[config.mk]
export PLATFORM = sky130hd
export DESIGN_NAME = project_pwm_peripheral_ctrl
export DESIGN_NICKNAME = d
export VERILOG_FILES = /design/src/rtl/project_pwm_peripheral_ctrl.sv
export SDC_FILE = /design/constraint.sdc
export NUM_CORES = 1
export LEC_CHECK = 0
export ABC_AREA = 1
export CAP_MARGIN = 15
export CELL_PAD_IN_SITES_DETAIL_PLACEMENT = 1
export CELL_PAD_IN_SITES_GLOBAL_PLACEMENT = 1
export CORE_MARGIN = 2
export CORE_UTILIZATION = 47
export DETAILED_ROUTE_END_ITERATION = 8
export HOLD_SLACK_MARGIN = 0.12
export PLACE_DENSITY_LB_ADDON = 0.3
export SETUP_SLACK_MARGIN = 0.02
export SYNTH_ARGS = -nofsm -noshare
export SYNTH_HDL_FRONTEND = slang
export SYNTH_SLANG_ARGS = --single-unit
[constraint.sdc]
create_clock -name i_clk -period 6.25 [get_ports i_clk]
set_input_delay 1.25 -clock i_clk [delete_from_list [all_inputs] [get_ports i_clk]]
set_output_delay 1.25 -clock i_clk [all_outputs]
set_load 0.05 [all_outputs]
[src/rtl/project_pwm_peripheral_ctrl.sv]
// -----------------------------------------------------------------------------
// project_pwm_peripheral_ctrl
//
// Configuration and sequencing controller for the PWM peripheral. Register
// writes land in staging registers. A commit copies staging into the active
// set atomically: at the next edge when idle, or on the counter wrap edge when
// running. The active set drives the period/duty counter that produces the raw
// PWM, and the RED/FED delays for the downstream deadband block.
//
// Optional feature macro: PWM_CTRL_IMMEDIATE_EN
//   defined   : CTRL.bit1 = IMM. A commit with staged IMM=1 loads at the next
//               edge even while running, which truncates the current period.
//   undefined : CTRL.bit1 is ignored. Every running commit waits for the wrap.
//
// Parameters
//   CNT_W        period/duty counter width
//   DB_W         RED/FED delay field width (2*DB_W <= 8)
// Ports
//   i_clk        clock, rising edge
//   i_reset_n    asynchronous active-low reset
//   i_wr_valid   write request; accepted when o_wr_ready is also high
//   o_wr_ready   low while a commit is pending (staging frozen)
//   i_wr_addr    0=PERIOD 1=DUTY 2=DEADBAND {red,fed} 3=CTRL
//   i_wr_data    write data
//   i_commit     single-cycle request to load staging into active
//   o_pwm        raw PWM (registered)
//   o_red/o_fed  active rising/falling-edge delays
//   o_period_end one-cycle pulse in the counter wrap cycle
//   o_pending    commit requested, not yet applied
// -----------------------------------------------------------------------------
module project_pwm_peripheral_ctrl #(
    parameter int unsigned CNT_W = 8,
    parameter int unsigned DB_W  = 4
) (
    input  logic            i_clk,
    input  logic            i_reset_n,
    input  logic            i_wr_valid,
    output logic            o_wr_ready,
    input  logic [1:0]      i_wr_addr,
    input  logic [7:0]      i_wr_data,
    input  logic            i_commit,
    output logic            o_pwm,
    output logic [DB_W-1:0] o_red,
    output logic [DB_W-1:0] o_fed,
    output logic            o_period_end,
    output logic            o_pending
);

    typedef enum logic [1:0] {
        ST_IDLE,
        ST_RUN,
        ST_PEND
    } state_t;

    state_t            state, state_nxt;

    logic [CNT_W-1:0]  stg_period, stg_duty;
    logic [DB_W-1:0]   stg_red, stg_fed;
    logic              stg_en;

    logic [CNT_W-1:0]  act_period, act_duty;
    logic              act_en;

    logic [CNT_W-1:0]  cnt, cnt_nxt;
    logic [CNT_W-1:0]  period_nxt, duty_nxt;
    logic              en_nxt;
    logic              load, wrap, wr_fire, imm_load;
    logic              pwm_nxt, pe_nxt;

`ifdef PWM_CTRL_IMMEDIATE_EN
    logic              stg_imm;
    assign imm_load = stg_imm;
`else
    assign imm_load = 1'b0;
`endif

    assign wr_fire = i_wr_valid && o_wr_ready;
    assign wrap    = (cnt == act_period);

    // act_en doubles as the "running" context: RUN, and PEND entered from
    // RUN, always have act_en=1; IDLE and PEND entered from IDLE have 0.
    always_comb begin
        state_nxt = state;
        load      = 1'b0;
        case (state)
            ST_IDLE, ST_RUN: begin
                if (i_commit) state_nxt = ST_PEND;
            end
            ST_PEND: begin
                if (!act_en || wrap || imm_load) begin
                    load      = 1'b1;
                    state_nxt = stg_en ? ST_RUN : ST_IDLE;
                end
            end
            default: state_nxt = ST_IDLE;
        endcase

        period_nxt = load ? stg_period : act_period;
        duty_nxt   = load ? stg_duty   : act_duty;
        en_nxt     = load ? stg_en     : act_en;

        if (load || !act_en || wrap) cnt_nxt = '0;
        else                         cnt_nxt = cnt + CNT_W'(1);

        // Outputs are registered from next-cycle values so they line up with
        // the counter value they describe.
        pwm_nxt = en_nxt && (cnt_nxt < duty_nxt);
        pe_nxt  = en_nxt && (cnt_nxt == period_nxt);
    end

    always_ff @(posedge i_clk or negedge i_reset_n) begin
        if (!i_reset_n) begin
            state        <= ST_IDLE;
            cnt          <= '0;
            act_period   <= '1;
            act_duty     <= '0;
            act_en       <= 1'b0;
            o_red        <= '0;
            o_fed        <= '0;
            o_pwm        <= 1'b0;
            o_period_end <= 1'b0;
            o_pending    <= 1'b0;
            o_wr_ready   <= 1'b1;
        end else begin
            state        <= state_nxt;
            cnt          <= cnt_nxt;
            act_period   <= period_nxt;
            act_duty     <= duty_nxt;
            act_en       <= en_nxt;
            if (load) begin
                o_red <= stg_red;
                o_fed <= stg_fed;
            end
            o_pwm        <= pwm_nxt;
            o_period_end <= pe_nxt;
            o_pending    <= (state_nxt == ST_PEND);
            o_wr_ready   <= (state_nxt != ST_PEND);
        end
    end

    always_ff @(posedge i_clk or negedge i_reset_n) begin
        if (!i_reset_n) begin
            stg_period <= '1;
            stg_duty   <= '0;
            stg_red    <= '0;
            stg_fed    <= '0;
            stg_en     <= 1'b0;
`ifdef PWM_CTRL_IMMEDIATE_EN
            stg_imm    <= 1'b0;
`endif
        end else if (wr_fire) begin
            case (i_wr_addr)
                2'd0: stg_period <= i_wr_data[CNT_W-1:0];
                2'd1: stg_duty   <= i_wr_data[CNT_W-1:0];
                2'd2: begin
                    stg_red <= i_wr_data[2*DB_W-1:DB_W];
                    stg_fed <= i_wr_data[DB_W-1:0];
                end
                default: begin
                    stg_en  <= i_wr_data[0];
`ifdef PWM_CTRL_IMMEDIATE_EN
                    stg_imm <= i_wr_data[1];
`endif
                end
            endcase
        end
    end

endmodule

==> results of run 1 <==
## worst max-delay path by stage
stage / startpoint / to / slack [ns] / cells after the start
global route: o_wr_ready$_DFF_PN1_ / o_wr_ready / 3.30 / 1
global placement: i_wr_valid / stg_duty[4]$_DFFE_PN0P_ / 3.60 / 6
CTS: o_wr_ready$_DFF_PN1_ / o_wr_ready / 3.31 / 1
floorplan: act_period[1]$_DFF_PN1_ / o_pwm$_DFF_PN0_ / 4.09 / 14
finish: o_wr_ready$_DFF_PN1_ / o_wr_ready / 3.33 / 1
detailed placement: i_wr_valid / stg_duty[3]$_DFFE_PN0P_ / 3.54 / 5
## final cells by class
class                   count  area share
clock inverters             7      0.0278
flip-flops and latches     64       0.469
clock buffers               9      0.0358
multi-input cells         204       0.310
well taps                  75      0.0271
inverters                  53      0.0575
repair buffers             26      0.0730
## cell families (layout without fill, tap and decap cells)
family                   after synthesis  count (layout)  synth area share
multiplexers                           8               8            0.0306
buffers and inverters                 61              95            0.0849
AO/OA/AOI/OAI                         43              43            0.0747
AND/OR/NAND/NOR                      135             135             0.195
flip-flops                            64              64             0.551
XOR/XNOR                              10              10            0.0297
adder cells (fa/ha/maj)                8               8            0.0340
## where the power goes
part | switching, mW | internal (mW)
sequential | 0.106 | 0.636
combinational | 0.514 | 0.277
clock | 0.169 | 0.224
## layer usage
layer	part of all wire	track usage
met5	0	0
met4	0.017	0.0745
met3	0.027	0.0507
met2	0.53	0.378
met1	0.43	0.258
## metrics by stage
stage                     hold WS, ns  setup WS (ns)  total power, mW   util  area (sq um)
after floorplan                 0.446           4.09             1.31      -          2950
after global placement          0.464           3.60             1.47  0.541          3240
after detailed placement        0.476           3.54             1.52  0.541          3240
after CTS                       0.502           3.31             1.95  0.578          3460
after global routing            0.520           3.30             2.07  0.578          3460
final                           0.498           3.33             1.93  0.578          3460
## cell usage in the layout, fill, tap and decap left out, types with 8 or more instances in the layout
cell type,Yosys,layout
clkbuf_8,0,9
clkdlybuf4s50_1,0,24
dfrtp_1,47,47
dfstp_2,17,17
ha_1,8,8
inv_1,52,52
nand2_1,87,87
nand3_1,17,17
nor2_1,18,18
o21ai_0,27,27
o21ai_1,9,9
xnor2_1,8,8
## tightest hold or removal path, stage by stage (launching register included)
cell and delay, ns:
dfrtp_1 0.34, nand2_1 0.05, o21ai_0 0.07
## flip-flops by register name (all words and copies together) (netlist names)
signal / flops
o_pwm: 1
act_period: 8
stg_fed: 4
o_period_end: 1
o_red: 4
act_en: 1
o_wr_ready: 1
state: 2
o_pending: 1
cnt: 8
stg_duty: 8
stg_en: 1
act_duty: 8
stg_red: 4
o_fed: 4
stg_period: 8
==> impl_results.md, run 1 <==
* CP Data Required Time at 5.00 ns
* Min-Delay Startpoint: stg_red[3]$_DFFE_PN0P_
* Fmax at approximately 340 MHz
* Post-synth EDFFs at 0
* Synth area leaders: dfrtp_1 40%, dfstp_2 15%, nand2_1 11%, inv_1 6.6%, o21ai_0 4.6%
* CP top delay family: buffers and inverters
* Syn avg cell area at 8.96 sq um
* Final period util at 0.466
* Max_cap viols at 0
* Slew headroom at 0.434
* Fin nets at 380
* Crit-path max FO at 2
* RSZ-0062 raised after global routing: false
* Non-Filler Instances at approximately 440
* First-pass GRT wire length at 11600 microns
* Cell with the most instances after synthesis: nand2_1
* Commonest cells in the netlist: 87 x nand2_1, 52 x inv_1, 47 x dfrtp_1, 27 x o21ai_0, 18 x nor2_1
* Ratio of cells with drive above 1 in the final layout at 0.121
* Clock latency on the worst-skew pair at approximately 0.34 ns
* Worst Skew at 0.0140 ns
* FF-to-FF End: o_pwm$_DFF_PN0_
* Filler instances at 710
* Multi-input logic area at ~1100 sq um
* Syn Nets at about 350
* Worst R2R Start: state[1]$_DFF_PN0_
* R2r setup slk at about 3.6 ns
* Sum Neg Setup Slack at 0 ns
* Hold buffers post-CTS at 0
* Detailed Route Iter0 Violations at 115
* Final Max Slew Viols at 0
* Worst Tran Pin Value at 0.845 ns
* Buf/Inv on CP at 1
* Number of port buffers at 25
* Vias at 2215
* Vias/cell at a little over 5
* Crit-path cells: clkdlybuf4s50_1
* Die width at around 83 microns
* Core Footprint at between 5000 and 6000 sq um
* Clock Tree Buf Depth at 2
* Drt wl/cell at approximately 15 microns
* Final Wtd Congestion at between 0.7 and 0.8
* WHS Path Cells at 2
* Largest net degree at the start of global routing at 65
* Seq/Total Area, Yosys at 0.551
* CTS Buf Count at 9
* Total Wirelength at ~6800 microns
* Cell taking the most area after synthesis: dfrtp_1
* Post-CTS setup buffers at 0
* # setup viols final at 0
* Diodes inserted at 0
* Chip height at 83.2 microns
* # placed instances at 422
* All-layer global routing usage at 0.215
* Final min period at just under 3 ns
* Synth top area share at 0.399
* GRT overflow at 0
* Starting Density at 0.492
* Die ar. at 6920 sq um
* Run status: finished, final reports clean
* Gate Count Post-Synth at 329
* Row cnt at 28
* Post-synth top flop: dfrtp_1
* DRT Pass-1 Iters at 6
* Vias in the first global route at 2413
* Crit Path Category: reg -> out
* Syn. warnings at 0
* Slowest stage delay, CP at approximately 0.80 ns
* R2R cell count at 8
* Worst-path clk slew at around 0.070 ns
* Post-cts gate resize count at 0
* Worst Hold Endpoint: stg_red[3]$_DFFE_PN0P_
* CTS tree: done
* Hpwl dp at between 4000 and 5000 microns
* Sequential Area at 1620 sq um
* Post-synthesis instance area at 2950 sq um
* Netlist cell types at 27
* Min-Delay Path Class: reg -> reg
* # DRC at 0
* Root Buffer Master: clkbuf_8
* Pwr Density at 556 nW/um^2
* CTS Sinks at between 60 and 70
* FF+latch count, synth at 64
* Initial antenna violation count at 0
* Slowest stage cell, crit path: clkdlybuf4s50_1
* IO Count at 26
* P_leak at 1.76 nW
* Critical Path Sink Type: output port
* P&R area growth vs syn at 17.5%
* Routed Antenna Nets at 0
* Max H-tree Level at 3
* Final Hold Fails at 0
* CP arrival at between 1.5 and 2 ns
* Worst VDD drop at ~0.30 mV
* Async S/R FF share, synth at 1.00
* Startpoint Class: flop
No activity file was read; power rests on OpenSTA's default activity.
==> run 2, diff against run 1 <==
--- a/config.mk
+++ b/config.mk
@@ -10,7 +10,7 @@
 export CELL_PAD_IN_SITES_DETAIL_PLACEMENT = 1
 export CELL_PAD_IN_SITES_GLOBAL_PLACEMENT = 1
 export CORE_MARGIN = 2
-export CORE_UTILIZATION = 47
+export CORE_UTILIZATION = 44
 export DETAILED_ROUTE_END_ITERATION = 8
 export HOLD_SLACK_MARGIN = 0.12
 export PLACE_DENSITY_LB_ADDON = 0.3
==> constraint.sdc (replaced) <==
create_clock -name i_clk -period 2.7 [get_ports i_clk]
set_input_delay 0.54 -clock i_clk [delete_from_list [all_inputs] [get_ports i_clk]]
set_output_delay 0.54 -clock i_clk [all_outputs]
set_load 0.05 [all_outputs]
==> run 2 against run 1 <==
Effect of this change:
- via count up 0.41%
- flip-flop and latch count unchanged
- largest power group unchanged
- power up 130%
- sequential share of layout area fell by 0.57 points
- final cell count grew 1.1%
- sequential power increased by 130%
- hold slack got worse by 0.32 ns
- critical path type is now reg -> reg
- routed wire length decreased by 1.7%
- die area is 6.5% higher
==> impl_results.md, run 2 (same netlist as run 1, synthesis figures left out) <==
* All-layer global routing usage at 0.208
* Fmax at about 430 MHz
* CP arrival at between 2 and 3 ns
* RSZ-0062 raised after global routing: false
* Worst VDD drop at between 0.6 and 0.7 mV
* GRT overflow at 0
* Crit Path Category: reg -> reg
* Buf/Inv on CP at 0
* Sum Neg Setup Slack at 0 ns
* Chip height at 85.8 microns
* Filler instances at between 700 and 800
* Final Hold Fails at 0
* Final min period at 2.32 ns
* Die ar. at 7370 sq um
* Starting Density at 0.459
* Sequential Area at ~1600 sq um
* Vias in the first global route at 2471
* Setup WS pre-CTS at approximately 0.26 ns
* Crit-path cells: xnor2_1 -> nand2_1 -> nor2_1 -> nand2_2 -> nand2_8 -> nand2_8 -> nand2_1 -> o21ai_1 -> ha_1 -> a21oi_1 -> o211ai_1 -> a21oi_1
* Max_cap viols at 0
* Startpoint Class: flop
* Ratio of cells with drive above 1 in the final layout at 0.128
* Total Wirelength at 6650 microns
* Post-CTS setup buffers at 0
* P&R area growth vs syn at 18.9%
* Routed Antenna Nets at 0
* # DRC at 0
* IO Count at 26
* CP top delay family: simple AND/OR/NAND/NOR gates
* Pwr Density at 1280 nW/um^2
* Core Footprint at ~6400 sq um
* Final Wtd Congestion at roughly 0.86
* Clock Tree Buf Depth at 2
* First-pass GRT wire length at between 10000 and 15000 microns
* Hold buffers post-CTS at 0
* Root Buffer Master: clkbuf_8
* Commonest cells after routing, fill and taps aside: 87 x nand2_1, 52 x inv_1, 47 x dfrtp_1
* Clk pwr share at 0.201
* Combinational share of power at 0.414
* Final period util at 0.860
* Worst Skew at about 0.0045 ns
* Initial antenna violation count at 0
* Power Internal at between 2 and 3 mW
* Worst-path clk slew at about 0.070 ns
* CTS Sinks at 64
* Run status: finished, final reports clean
* Slew headroom at 0.617
* Setup WS post-layout at 0.379 ns
* Part of the power in registers at 0.385
* Number of port buffers at 25
* Min-Delay Path Class: in -> async
* CTS tree: done
* CP Data Required Time at roughly 3.0 ns
* # setup viols final at 0
* Row cnt at 29
* Slowest stage delay, CP at 0.55 ns
* Diodes inserted at 0
* Largest net degree at the start of global routing at 27
* DRT Pass-1 Iters at 4
* Psw at between 1.5 and 2 mW
* Detailed Route Iter0 Violations at just under 90
* Max H-tree Level at 3
* Fin nets at about 380
* FF-to-FF End: o_pwm$_DFF_PN0_
* Hpwl dp at roughly 4800 microns
* Sw Share at 0.405
* R2R cell count at 12
* Slowest stage cell, crit path: dfstp_2
* Final Max Slew Viols at 0
* Most common cell after layout, fill and taps aside: nand2_1
* Worst R2R Start: act_period[1]$_DFF_PN1_
* Crit-path max FO at 26
* Vias at roughly 2200
* Vias/cell at ~5
* Drt wl/cell at roughly 15 microns
* P_leak at between 1.5 and 2 nW
* Multi-input logic area at 1090 sq um
* Critical Path Sink Type: flop
* Clock latency on the worst-skew pair at 0.33 ns
* Die width at about 86 microns
* R2r setup slk at roughly 0.38 ns
* CTS Buf Count at 9
* Worst Tran Pin Value at between 0.5 and 0.6 ns
* Post-cts gate resize count at 0
==> run 2: cell count changes in the layout (fill, tap and decap cells not counted) <==
cell,change
buf_4,+3
nand2_4,-2
nand2_8,+2
==> run 2: power by group through the flow <==
stage | registers [mW] | clock network [mW] | logic (mW)
floorplan | 1.92 | 0 | 1.11
global placement | 1.71 | 0 | 1.74
detailed placement | 1.73 | 0 | 1.82
CTS | 1.72 | 0.922 | 1.86
global route | 1.77 | 0.964 | 2.12
finish | 1.73 | 0.901 | 1.86
==> run 2: worst reg2reg max path: cells and delay by family (launching register included) <==
family          cells  cell delay [ns]
fa+ha+maj           1             0.30
simple gates        6             0.76
xor+xnor            1             0.12
compound gates      4             0.51
flops               1             0.55
==> run 2: worst max path at each step <==
stage | to | slack (ns) | startpoint | depth (start not counted)
3_5_place_dp | o_pwm$_DFF_PN0_ | 0.26 | act_period[1]$_DFF_PN1_ | 12
5_1_grt | o_pwm$_DFF_PN0_ | 0.07 | act_period[2]$_DFF_PN1_ | 11
3_3_place_gp | o_pwm$_DFF_PN0_ | 0.37 | act_period[1]$_DFF_PN1_ | 11
2_1_floorplan | o_pwm$_DFF_PN0_ | 0.54 | act_period[1]$_DFF_PN1_ | 14
6_report | o_pwm$_DFF_PN0_ | 0.38 | act_period[1]$_DFF_PN1_ | 12
4_1_cts | o_pwm$_DFF_PN0_ | 0.22 | act_period[1]$_DFF_PN1_ | 12
==> run 2: final cells by class <==
| class | instances | area share |
|---|---|---|
| well taps | 77 | 0.0275 |
| repair buffers | 29 | 0.0785 |
| clock inverters | 7 | 0.0275 |
| multi-input cells | 204 | 0.311 |
| flip-flops and latches | 64 | 0.463 |
| clock buffers | 9 | 0.0353 |
| inverters | 53 | 0.0568 |
==> run 2: stage by stage <==
step	total power, mW	hold slack [ns]	util	instances	area, sq um
2_1_floorplan	3.03	0.244	-	329	2950
3_3_place_gp	3.45	0.465	0.509	427	3270
3_5_place_dp	3.55	0.477	0.509	427	3270
4_1_cts	4.51	0.195	0.543	443	3490
5_1_grt	4.86	0.218	0.546	443	3500
6_report	4.48	0.181	0.546	443	3500
==> run 2: layer usage <==
metal  routed length, microns  GRT usage
met5                        0          0
met4                      146     0.0794
met3                      151     0.0346
met2                     3320      0.347
met1                     3030      0.272
==> run 3, diff against run 2 <==
--- a/config.mk
+++ b/config.mk
@@ -6,7 +6,6 @@
 export NUM_CORES = 1
 export LEC_CHECK = 0
 export ABC_AREA = 1
-export CAP_MARGIN = 15
 export CELL_PAD_IN_SITES_DETAIL_PLACEMENT = 1
 export CELL_PAD_IN_SITES_GLOBAL_PLACEMENT = 1
 export CORE_MARGIN = 2
==> results of run 3 <==
The final DEF is identical to that of run 2; final timing and power are the same.
